--- config.mk ---
export PLATFORM = sky130hd
export DESIGN_NAME = fwd_hazard_unit
export DESIGN_NICKNAME = d
export VERILOG_FILES = /design/src/rtl/fwd_hazard_unit.sv
export SDC_FILE = /design/constraint.sdc
export NUM_CORES = 1
export LEC_CHECK = 0
export CAP_MARGIN = 20
export CORE_AREA = 5 5 144 146
export CTS_CLUSTER_DIAMETER = 120
export CTS_CLUSTER_SIZE = 30
export DETAILED_ROUTE_END_ITERATION = 10
export DIE_AREA = 0 0 149 151
export DONT_BUFFER_PORTS = 1
export GPL_TIMING_DRIVEN = 0
export PLACE_DENSITY = 0.54
export SETUP_SLACK_MARGIN = 0.15
export SKIP_CTS_REPAIR_TIMING = 1
export SLEW_MARGIN = 10
export SYNTH_ARGS = -nofsm -noshare
export SYNTH_HDL_FRONTEND = slang
export SYNTH_SLANG_ARGS = --single-unit
export TNS_END_PERCENT = 20
--- constraint.sdc ---
create_clock -name clk_sig -period 2.75 [get_ports clk_sig]
set_clock_uncertainty 0.15 [all_clocks]
set_input_delay 0.275 -clock clk_sig [delete_from_list [all_inputs] [get_ports clk_sig]]
set_output_delay 0.275 -clock clk_sig [all_outputs]
set_load 0.02 [all_outputs]
--- src/rtl/fwd_hazard_unit.sv ---
// Forwarding and load-use hazard unit for the 5-stage pipeline.
// Resolves the youngest EXE/MEM producer for each decode read port and HI/LO,
// returns bypass data or requests a decode stall. State updates on the falling edge.
module fwd_hazard_unit #(
  parameter int unsigned DW       = 32,
  parameter int unsigned AW       = 5,
  parameter int unsigned NSRC     = 2,
  parameter int unsigned HILO_EN  = 1,
  parameter int unsigned ZERO_REG = 1,
  parameter int unsigned CNT_W    = 16
) (
  input  logic                 clk_sig,
  input  logic                 rst_sig,
  input  logic                 flush_in,
  input  logic [NSRC-1:0]      src_rena,
  input  logic [NSRC*AW-1:0]   src_idx,
  input  logic                 id_rd_hi,
  input  logic                 id_rd_lo,
  input  logic                 exe_rd_wena,
  input  logic                 exe_is_load,
  input  logic [AW-1:0]        exe_rd_idx,
  input  logic [DW-1:0]        exe_rd_data,
  input  logic                 exe_hi_wena,
  input  logic                 exe_lo_wena,
  input  logic [DW-1:0]        exe_hi_data,
  input  logic [DW-1:0]        exe_lo_data,
  input  logic                 mem_rd_wena,
  input  logic                 mem_rd_valid,
  input  logic [AW-1:0]        mem_rd_idx,
  input  logic [DW-1:0]        mem_rd_data,
  input  logic                 mem_hi_wena,
  input  logic                 mem_lo_wena,
  input  logic [DW-1:0]        mem_hi_data,
  input  logic [DW-1:0]        mem_lo_data,
  output logic                 stall_out,
  output logic                 forward_out,
  output logic [NSRC-1:0]      src_fwd_out,
  output logic [NSRC*DW-1:0]   src_data_out,
  output logic                 hi_fwd_out,
  output logic                 lo_fwd_out,
  output logic [DW-1:0]        hi_data_out,
  output logic [DW-1:0]        lo_data_out,
  output logic [CNT_W-1:0]     stall_cnt_out
);

  localparam logic [CNT_W-1:0] CNT_MAX = {CNT_W{1'b1}};

  logic [AW-1:0]      idx_c [NSRC];
  logic [NSRC-1:0]    act_c;
  logic [NSRC-1:0]    exe_hit_c;
  logic [NSRC-1:0]    mem_hit_c;

  logic               stall_d,     stall_q;
  logic               forward_d,   forward_q;
  logic [NSRC-1:0]    src_fwd_d,   src_fwd_q;
  logic [NSRC*DW-1:0] src_data_d,  src_data_q;
  logic               hi_fwd_d,    hi_fwd_q;
  logic               lo_fwd_d,    lo_fwd_q;
  logic [DW-1:0]      hi_data_d,   hi_data_q;
  logic [DW-1:0]      lo_data_d,   lo_data_q;
  logic [CNT_W-1:0]   stall_cnt_d, stall_cnt_q;

  // Per-port index decode and producer match against EXE and MEM destinations
  for (genvar g = 0; g < NSRC; g++) begin : g_port
    assign idx_c[g]     = src_idx[g*AW +: AW];
    assign act_c[g]     = src_rena[g] & ((ZERO_REG == 0) | (idx_c[g] != '0));
    assign exe_hit_c[g] = exe_rd_wena & (exe_rd_idx == idx_c[g]);
    assign mem_hit_c[g] = mem_rd_wena & (mem_rd_idx == idx_c[g]);
  end

  // Next-state: per-port bypass/hazard, HI/LO bypass, flags, stall counter, flush override
  always_comb begin
    stall_d     = 1'b0;
    src_fwd_d   = '0;
    src_data_d  = src_data_q;
    hi_fwd_d    = 1'b0;
    lo_fwd_d    = 1'b0;
    hi_data_d   = hi_data_q;
    lo_data_d   = lo_data_q;
    forward_d   = 1'b0;
    stall_cnt_d = stall_cnt_q;

    // EXE holds the younger producer, so it is checked first
    for (int i = 0; i < NSRC; i++) begin
      if (act_c[i]) begin
        if (exe_hit_c[i]) begin
          if (exe_is_load) begin
            stall_d = 1'b1;
          end else begin
            src_fwd_d[i]            = 1'b1;
            src_data_d[i*DW +: DW]  = exe_rd_data;
          end
        end else if (mem_hit_c[i]) begin
          if (mem_rd_valid) begin
            src_fwd_d[i]            = 1'b1;
            src_data_d[i*DW +: DW]  = mem_rd_data;
          end else begin
            stall_d = 1'b1;
          end
        end
      end
    end

    if (HILO_EN != 0) begin
      if (id_rd_hi) begin
        if (exe_hi_wena) begin
          hi_fwd_d  = 1'b1;
          hi_data_d = exe_hi_data;
        end else if (mem_hi_wena) begin
          hi_fwd_d  = 1'b1;
          hi_data_d = mem_hi_data;
        end
      end
      if (id_rd_lo) begin
        if (exe_lo_wena) begin
          lo_fwd_d  = 1'b1;
          lo_data_d = exe_lo_data;
        end else if (mem_lo_wena) begin
          lo_fwd_d  = 1'b1;
          lo_data_d = mem_lo_data;
        end
      end
    end

    forward_d = (|src_fwd_d) | hi_fwd_d | lo_fwd_d | stall_d;

    if (stall_d && (stall_cnt_q != CNT_MAX)) begin
      stall_cnt_d = stall_cnt_q + CNT_W'(1);
    end

    // Flush cancels all flags; data and counter hold
    if (flush_in) begin
      stall_d     = 1'b0;
      forward_d   = 1'b0;
      src_fwd_d   = '0;
      hi_fwd_d    = 1'b0;
      lo_fwd_d    = 1'b0;
      src_data_d  = src_data_q;
      hi_data_d   = hi_data_q;
      lo_data_d   = lo_data_q;
      stall_cnt_d = stall_cnt_q;
    end
  end

  // Falling-edge state register with synchronous reset
  always_ff @(negedge clk_sig) begin
    if (rst_sig) begin
      stall_q     <= 1'b0;
      forward_q   <= 1'b0;
      src_fwd_q   <= '0;
      src_data_q  <= '0;
      hi_fwd_q    <= 1'b0;
      lo_fwd_q    <= 1'b0;
      hi_data_q   <= '0;
      lo_data_q   <= '0;
      stall_cnt_q <= '0;
    end else begin
      stall_q     <= stall_d;
      forward_q   <= forward_d;
      src_fwd_q   <= src_fwd_d;
      src_data_q  <= src_data_d;
      hi_fwd_q    <= hi_fwd_d;
      lo_fwd_q    <= lo_fwd_d;
      hi_data_q   <= hi_data_d;
      lo_data_q   <= lo_data_d;
      stall_cnt_q <= stall_cnt_d;
    end
  end

  assign stall_out     = stall_q;
  assign forward_out   = forward_q;
  assign src_fwd_out   = src_fwd_q;
  assign src_data_out  = src_data_q;
  assign hi_fwd_out    = hi_fwd_q;
  assign lo_fwd_out    = lo_fwd_q;
  assign hi_data_out   = hi_data_q;
  assign lo_data_out   = lo_data_q;
  assign stall_cnt_out = stall_cnt_q;

endmodule
==> run summary, run 1 <==
- Mapped Area: 0.00698 mm2
- pin count of the biggest net entering global routing: 17
- WP data required: 1560 ps
- count of yosys warnings during synthesis: 0
- number of sinks driven by the clock tree: 150
- maximum fanout count along the critical path: 5
- CTS Buffer Depth: 2
- Min-Delay Path Class: reg -> reg
- routed vias: 6639
- endpoints failing setup: 116
- clock tree root buffer cell: clkbuf_16
- initial core utilization: 36.2%
- unrepaired setup endpoints after global routing: yes
- Slew Limit Fails: 0
- Skew-Pair Late Insertion Delay: 460 ps
- synth top area cells: dfxtp_1 43%, mux2i_1 18%, a211oi_1 14%
- post-synthesis async set-or-reset flop share: 0%
- fraction of final layout cells with drive strength greater than 1: 30.0%
- Detail Placement HPWL: 19400 um
- buffer and inverter count on the worst path: 2
- vias in the first global route: 7057
- power density over the cells: 640 mW/mm2
- remaining max-slew budget at the tightest pin: 53.6%
- commonest cells after routing, fill and taps aside: 151 x inv_1, 141 x nor2_1, 126 x mux2i_1, 95 x dfxtp_4, 87 x a211oi_1
- max-cap violation count: 0
- initial antenna violation count: 0
- most common library cell in the layout ignoring fill and taps: inv_1
- post-synthesis net count: 971
- number of buffers created by CTS: 17
- clk slew on worst S/H paths: 30 ps
- aggregate negative setup slack: -37630 ps
- Antenna Diode Count: 0
- most area-hungry cell type in the Yosys netlist: dfxtp_1
- placed cell area: 0.00737 mm2
- remaining global-route overflow: 0
- list of cells traversed by the critical path: xor2_4, nor4_2, and3_1, buf_6, mux2_4, and3_4, buf_6, o2111a_1, mux2_4
- PortBufs: 0
- Worst Max-Slew Pin Slew: 696 ps
- net count of the finished layout: 1165
- total length of routed wires: 26600 um
- number of distinct library cell variants in the gate-level netlist after synthesis: 38
- CP max stage delay: 330 ps
- number of cells produced by synthesis: 743
- Layout area overhead: 39.3%
- clock tree from TritonCTS: done
- register bit count reported by yosys: 150
- Remaining DRCs: 0
- wire length per cell after detailed routing: 21.9 um
- die outline area: 0.0225 mm2
- GRT Total Usage: 21.4%
- DRT Pass-1 Iters: 4
- wire length of the first global-routing pass: 37400 um
- Syn Area/Cell: 9.40 um2
- summed area of non-filler cells in the final layout: 0.00973 mm2
- initial drt markers: 212
- final setup slack of the worst path: -636 ps
- capturing element type of the critical path: flop
- Vert. Die Dim: 151 um
- number of synthesized flops with an enable pin: 0
- type of origin of the critical path: primary input
- worst ir drop on vdd: 0.000376 V
- horizontal extent of the die: 149 um
- category of cells accounting for the largest share of critical-path delay: simple AND/OR/NAND/NOR gates
- violations in the final reports: negative setup slack
- routed vias/inst: 5.46
- H-tree levels: 4
- fraction of the yosys area taken by sequential cells: 43.0%
- share of the core filled with cells in the final layout: 50.5%
- arrival time at the worst endpoint: 2190 ps
- weighted congestion reported at the end of routability-driven placement: 0.815
- area of the placeable core: 0.0193 mm2
- site row count: 51
- leakage power summed over all cells: 3.90 nW
- status: finished with violations
- Boundary Pins: 377
- final hold violation count: 0
- Crit Path Category: in -> reg
- number of nets with antenna violations after routing: 0
- slowest library cell on the worst path: mux2_4
- area share of the largest cell type after synthesis: 43.0%
- leading register cell type out of synthesis: dfxtp_1
per-layer routing:
metal	global-route usage [%]	routed length, um	up-vias
met3	12.7	2940	44
met4	9.84	565	0
met2	36.9	13900	327
li1	-	-	3089
met1	20.4	9100	3179
met5	0	0	-
cells by family (layout without fill, tap and decap cells):
logic type / Yosys count / count (layout) / synth area share, %
AO/OA/AOI/OAI: 160 / 160 / 16.7
XOR/XNOR: 21 / 21 / 2.63
adder cells (fa/ha/maj): 1 / 1 / 0.179
buffers and inverters: 64 / 271 / 4.05
flip-flops: 150 / 150 / 43.0
multiplexers: 139 / 139 / 20.3
AND/OR/NAND/NOR: 208 / 208 / 13.1
area by class of cell:
cell class / instances / area, um2
sequential: 150 / 3380
buffer: 62 / 454
timing repair buffer: 26 / 288
tap: 265 / 332
fill: 1827 / 9540
inverter: 1 / 3.75
clock buffer: 17 / 425
clock inverter: 165 / 785
multi-input combinational: 529 / 4070
path summary, 6_finish.rpt:
path,startpoint,endpoint,slack (ps),cells past startpoint
max,exe_rd_idx[2],stall_cnt_out[3],-640,9
min reg2reg,lo_data_out[18],lo_data_out[18],400,2
min,lo_data_out[18],lo_data_out[18],400,2
max reg2reg,stall_cnt_out[6],stall_cnt_out[3],200,7
power by group:
group	switching, mW	internal, mW	leakage (nW)
clock	1.73	1.71	1.12
combinational	0.255	0.189	1.49
sequential	0.143	2.21	1.30
total	2.12	4.11	3.90
flip-flops by register name, summed over array words and instances (netlist names):
register,count
stall_out,1
lo_fwd_out,1
src_data_out,64
stall_cnt_out,16
lo_data_out,32
hi_data_out,32
hi_fwd_out,1
src_fwd_out,2
forward_out,1
cells in the mapped netlist (all sizes together), types with 7 or more instances:
| cell type | count |
|---|---|
| clkbuf | 39 |
| dfxtp | 150 |
| nor2b | 12 |
| mux2i | 128 |
| nor3 | 10 |
| xor2 | 9 |
| mux2 | 11 |
| a21oi | 10 |
| xnor2 | 12 |
| nand3 | 9 |
| o21ai | 9 |
| buf | 23 |
| nand2 | 7 |
| a211oi | 131 |
| nor2 | 144 |
worst register-to-register path, delay by kind of cell (launching register included):
family          cells  cell delay, ps
simple gates        3            1040
compound gates      2             430
flops               1             400
mux                 1             300
buf+inv             1             120
stage by stage:
stage	hold WS (ps)	worst slack (ps)	instances	total power, mW
final	399	-636	1215	6.23
after CTS	441	-820	1189	6.33
after floorplan	413	-958	743	3.05
after detailed placement	437	-1260	1008	3.16
after global placement	429	-1230	1008	3.14
after global routing	418	-642	1215	6.68
(Power assumes the default switching activity.)
==> run 2: changes to the inputs <==
Settings changed: CORE_AREA 5 5 144 146 to unset, CORE_MARGIN set to 5, CORE_UTILIZATION set to 25, DIE_AREA 0 0 149 151 to unset, PLACE_DENSITY 0.54 to 0.42.
==> run 2 against run 1 <==
  * The flow still finishes with violations (negative setup slack)
  * Via count down 3.0%
  * Die area up 39%
  * Sequential power about the same
  * Register-to-register slack better by 20 ps
  * Core utilization down 15 points
  * Cell count up 8.6%
  * Clock power down 7.6%
  * Critical path type unchanged
==> run summary, run 2 (synthesis results as in run 1) <==
- status: finished with violations
- violations in the final reports: negative setup slack
- Vert. Die Dim: 177 um
- number of buffers created by CTS: 17
- Worst Max-Slew Pin Slew: 682 ps
- most common library cell in the layout ignoring fill and taps: inv_1
- arrival time at the worst endpoint: 2230 ps
- GRT Total Usage: 16.2%
- CP startpoint: src_idx[2]
- fraction of final layout cells with drive strength greater than 1: 30.7%
- Detail Placement HPWL: 20300 um
- area of the placeable core: 0.0277 mm2
- routed vias/inst: 4.88
- placed cell area: 0.00751 mm2
- Boundary Pins: 377
- horizontal extent of the die: 177 um
- final standard cell count with taps included and fillers excluded: 1320
- Antenna Diode Count: 0
- weighted congestion reported at the end of routability-driven placement: 0.751
- power density over the cells: 613 mW/mm2
- type of origin of the critical path: primary input
- Min-Delay Path Class: reg -> reg
- initial antenna violation count: 0
- number of sinks driven by the clock tree: 150
- initial core utilization: 25.2%
- WP data required: 1560 ps
- site row count: 61
- CTS Buffer Depth: 2
- worst r2r src: stall_cnt_out[5]
- summed area of non-filler cells in the final layout: 0.00974 mm2
- number of flip-flops under the largest register name: 64
- die outline area: 0.0314 mm2
- Reg-to-Reg End: stall_cnt_out[3]
- max-cap violation count: 0
- FF-to-FF setup slack: 220 ps
- unrepaired setup endpoints after global routing: yes
- endpoints failing setup: 84
- Slew Limit Fails: 0
- final setup slack of the worst path: -672 ps
- net count of the finished layout: 1158
- endpoint of the worst setup timing path: stall_cnt_out[3]
- DRT Pass-1 Iters: 4
- remaining global-route overflow: 0
- placed cells: 1121
- Layout area overhead: 39.5%
- Crit Path Category: in -> reg
- clk slew on worst S/H paths: 30 ps
- number of nets with antenna violations after routing: 0
- capturing element type of the critical path: flop
- wire length per cell after detailed routing: 20.7 um
- clock tree root buffer cell: clkbuf_16
- pin count of the biggest net entering global routing: 17
- vias in the first global route: 6728
- commonest cells after routing, fill and taps aside: 151 x inv_1, 142 x nor2_1, 125 x mux2i_1, 121 x dfxtp_4, 100 x a211oi_1
- wire length of the first global-routing pass: 38900 um
- Remaining DRCs: 0
- total length of routed wires: 27300 um
- Skew-Pair Late Insertion Delay: 460 ps
- final hold violation count: 0
- PortBufs: 0
- worst min-delay path startpoint: src_data_out[47]
- worst ir drop on vdd: 0.000334 V
- remaining max-slew budget at the tightest pin: 54.5%
- leakage power summed over all cells: 3.84 nW
- maximum fanout count along the critical path: 6
- clock tree from TritonCTS: done
- number of cells on the worst reg-to-reg path: 7
- routed vias: 6439
- number of inserted filler cells in the final layout: 2942
- initial drt markers: 219
- H-tree levels: 4
- Worst Setup Slack post-DPL: -1600 ps
## run 2: changes by cell type in the layout (fill, tap and decap cells not counted), moves of 9 or more
cell,previous run,this run
a211oi_2,42,30
a211oi_1,87,100
dfxtp_2,14,5
dfxtp_4,95,121
dfxtp_1,41,24
## run 2: metrics by stage
stage / power (mW) / utilization, % / hold WS, ps / setup TNS [ps]
2_1_floorplan: 3.05 / - / 413 / -75890
3_3_place_gp: 3.17 / 27.1 / 432 / -178330
3_5_place_dp: 3.17 / 27.1 / 432 / -179310
4_1_cts: 6.16 / 31.2 / 437 / -109810
5_1_grt: 6.46 / 35.2 / 409 / -35240
6_report: 5.97 / 35.2 / 393 / -30610
## run 2: layer usage
layer / global-route usage, % / vias to the layer above / share of wire [%]
met5: 0 / - / 0
met1: 16.9 / 2985 / 37
met3: 9.21 / 44 / 11
li1: - / 3087 / -
met4: 7.99 / 0 / 2.2
met2: 26.3 / 323 / 49
## run 2: how the worst min path moves through the flow
| stage | endpoint | depth (start not counted) |
|---|---|---|
| floorplan | src_data_out[32] | 2 |
| CTS | src_data_out[40] | 2 |
| detailed placement | src_data_out[40] | 2 |
| global placement | src_data_out[42] | 2 |
| finish | src_data_out[47] | 2 |
| global route | src_data_out[12] | 2 |
## run 2: critical path, stage by stage
cell and delay [ps]:
xor2_2 160, nor4_2 280, and3_1 210, buf_6 120, mux2_4 340, and3_4 180
buf_6 120, o2111a_1 250, mux2_4 290
## run 2: power breakdown
part / switching (mW) / total (mW) / internal, mW
Combinational: 0.262 / 0.458 / 0.197
Clock: 1.68 / 3.18 / 1.50
Sequential: 0.142 / 2.34 / 2.19
Total: 2.08 / 5.97 / 3.89
## run 2: final cells by class
type	count	area [um2]	share of cell area, %
buffer	61	450	4.62
clock buffer	17	425	4.37
inverter	1	3.75	0.0385
sequential	150	3460	35.5
multi-input combinational	529	4020	41.3
timing repair buffer	20	199	2.04
tap	378	473	4.85
clock inverter	164	704	7.23
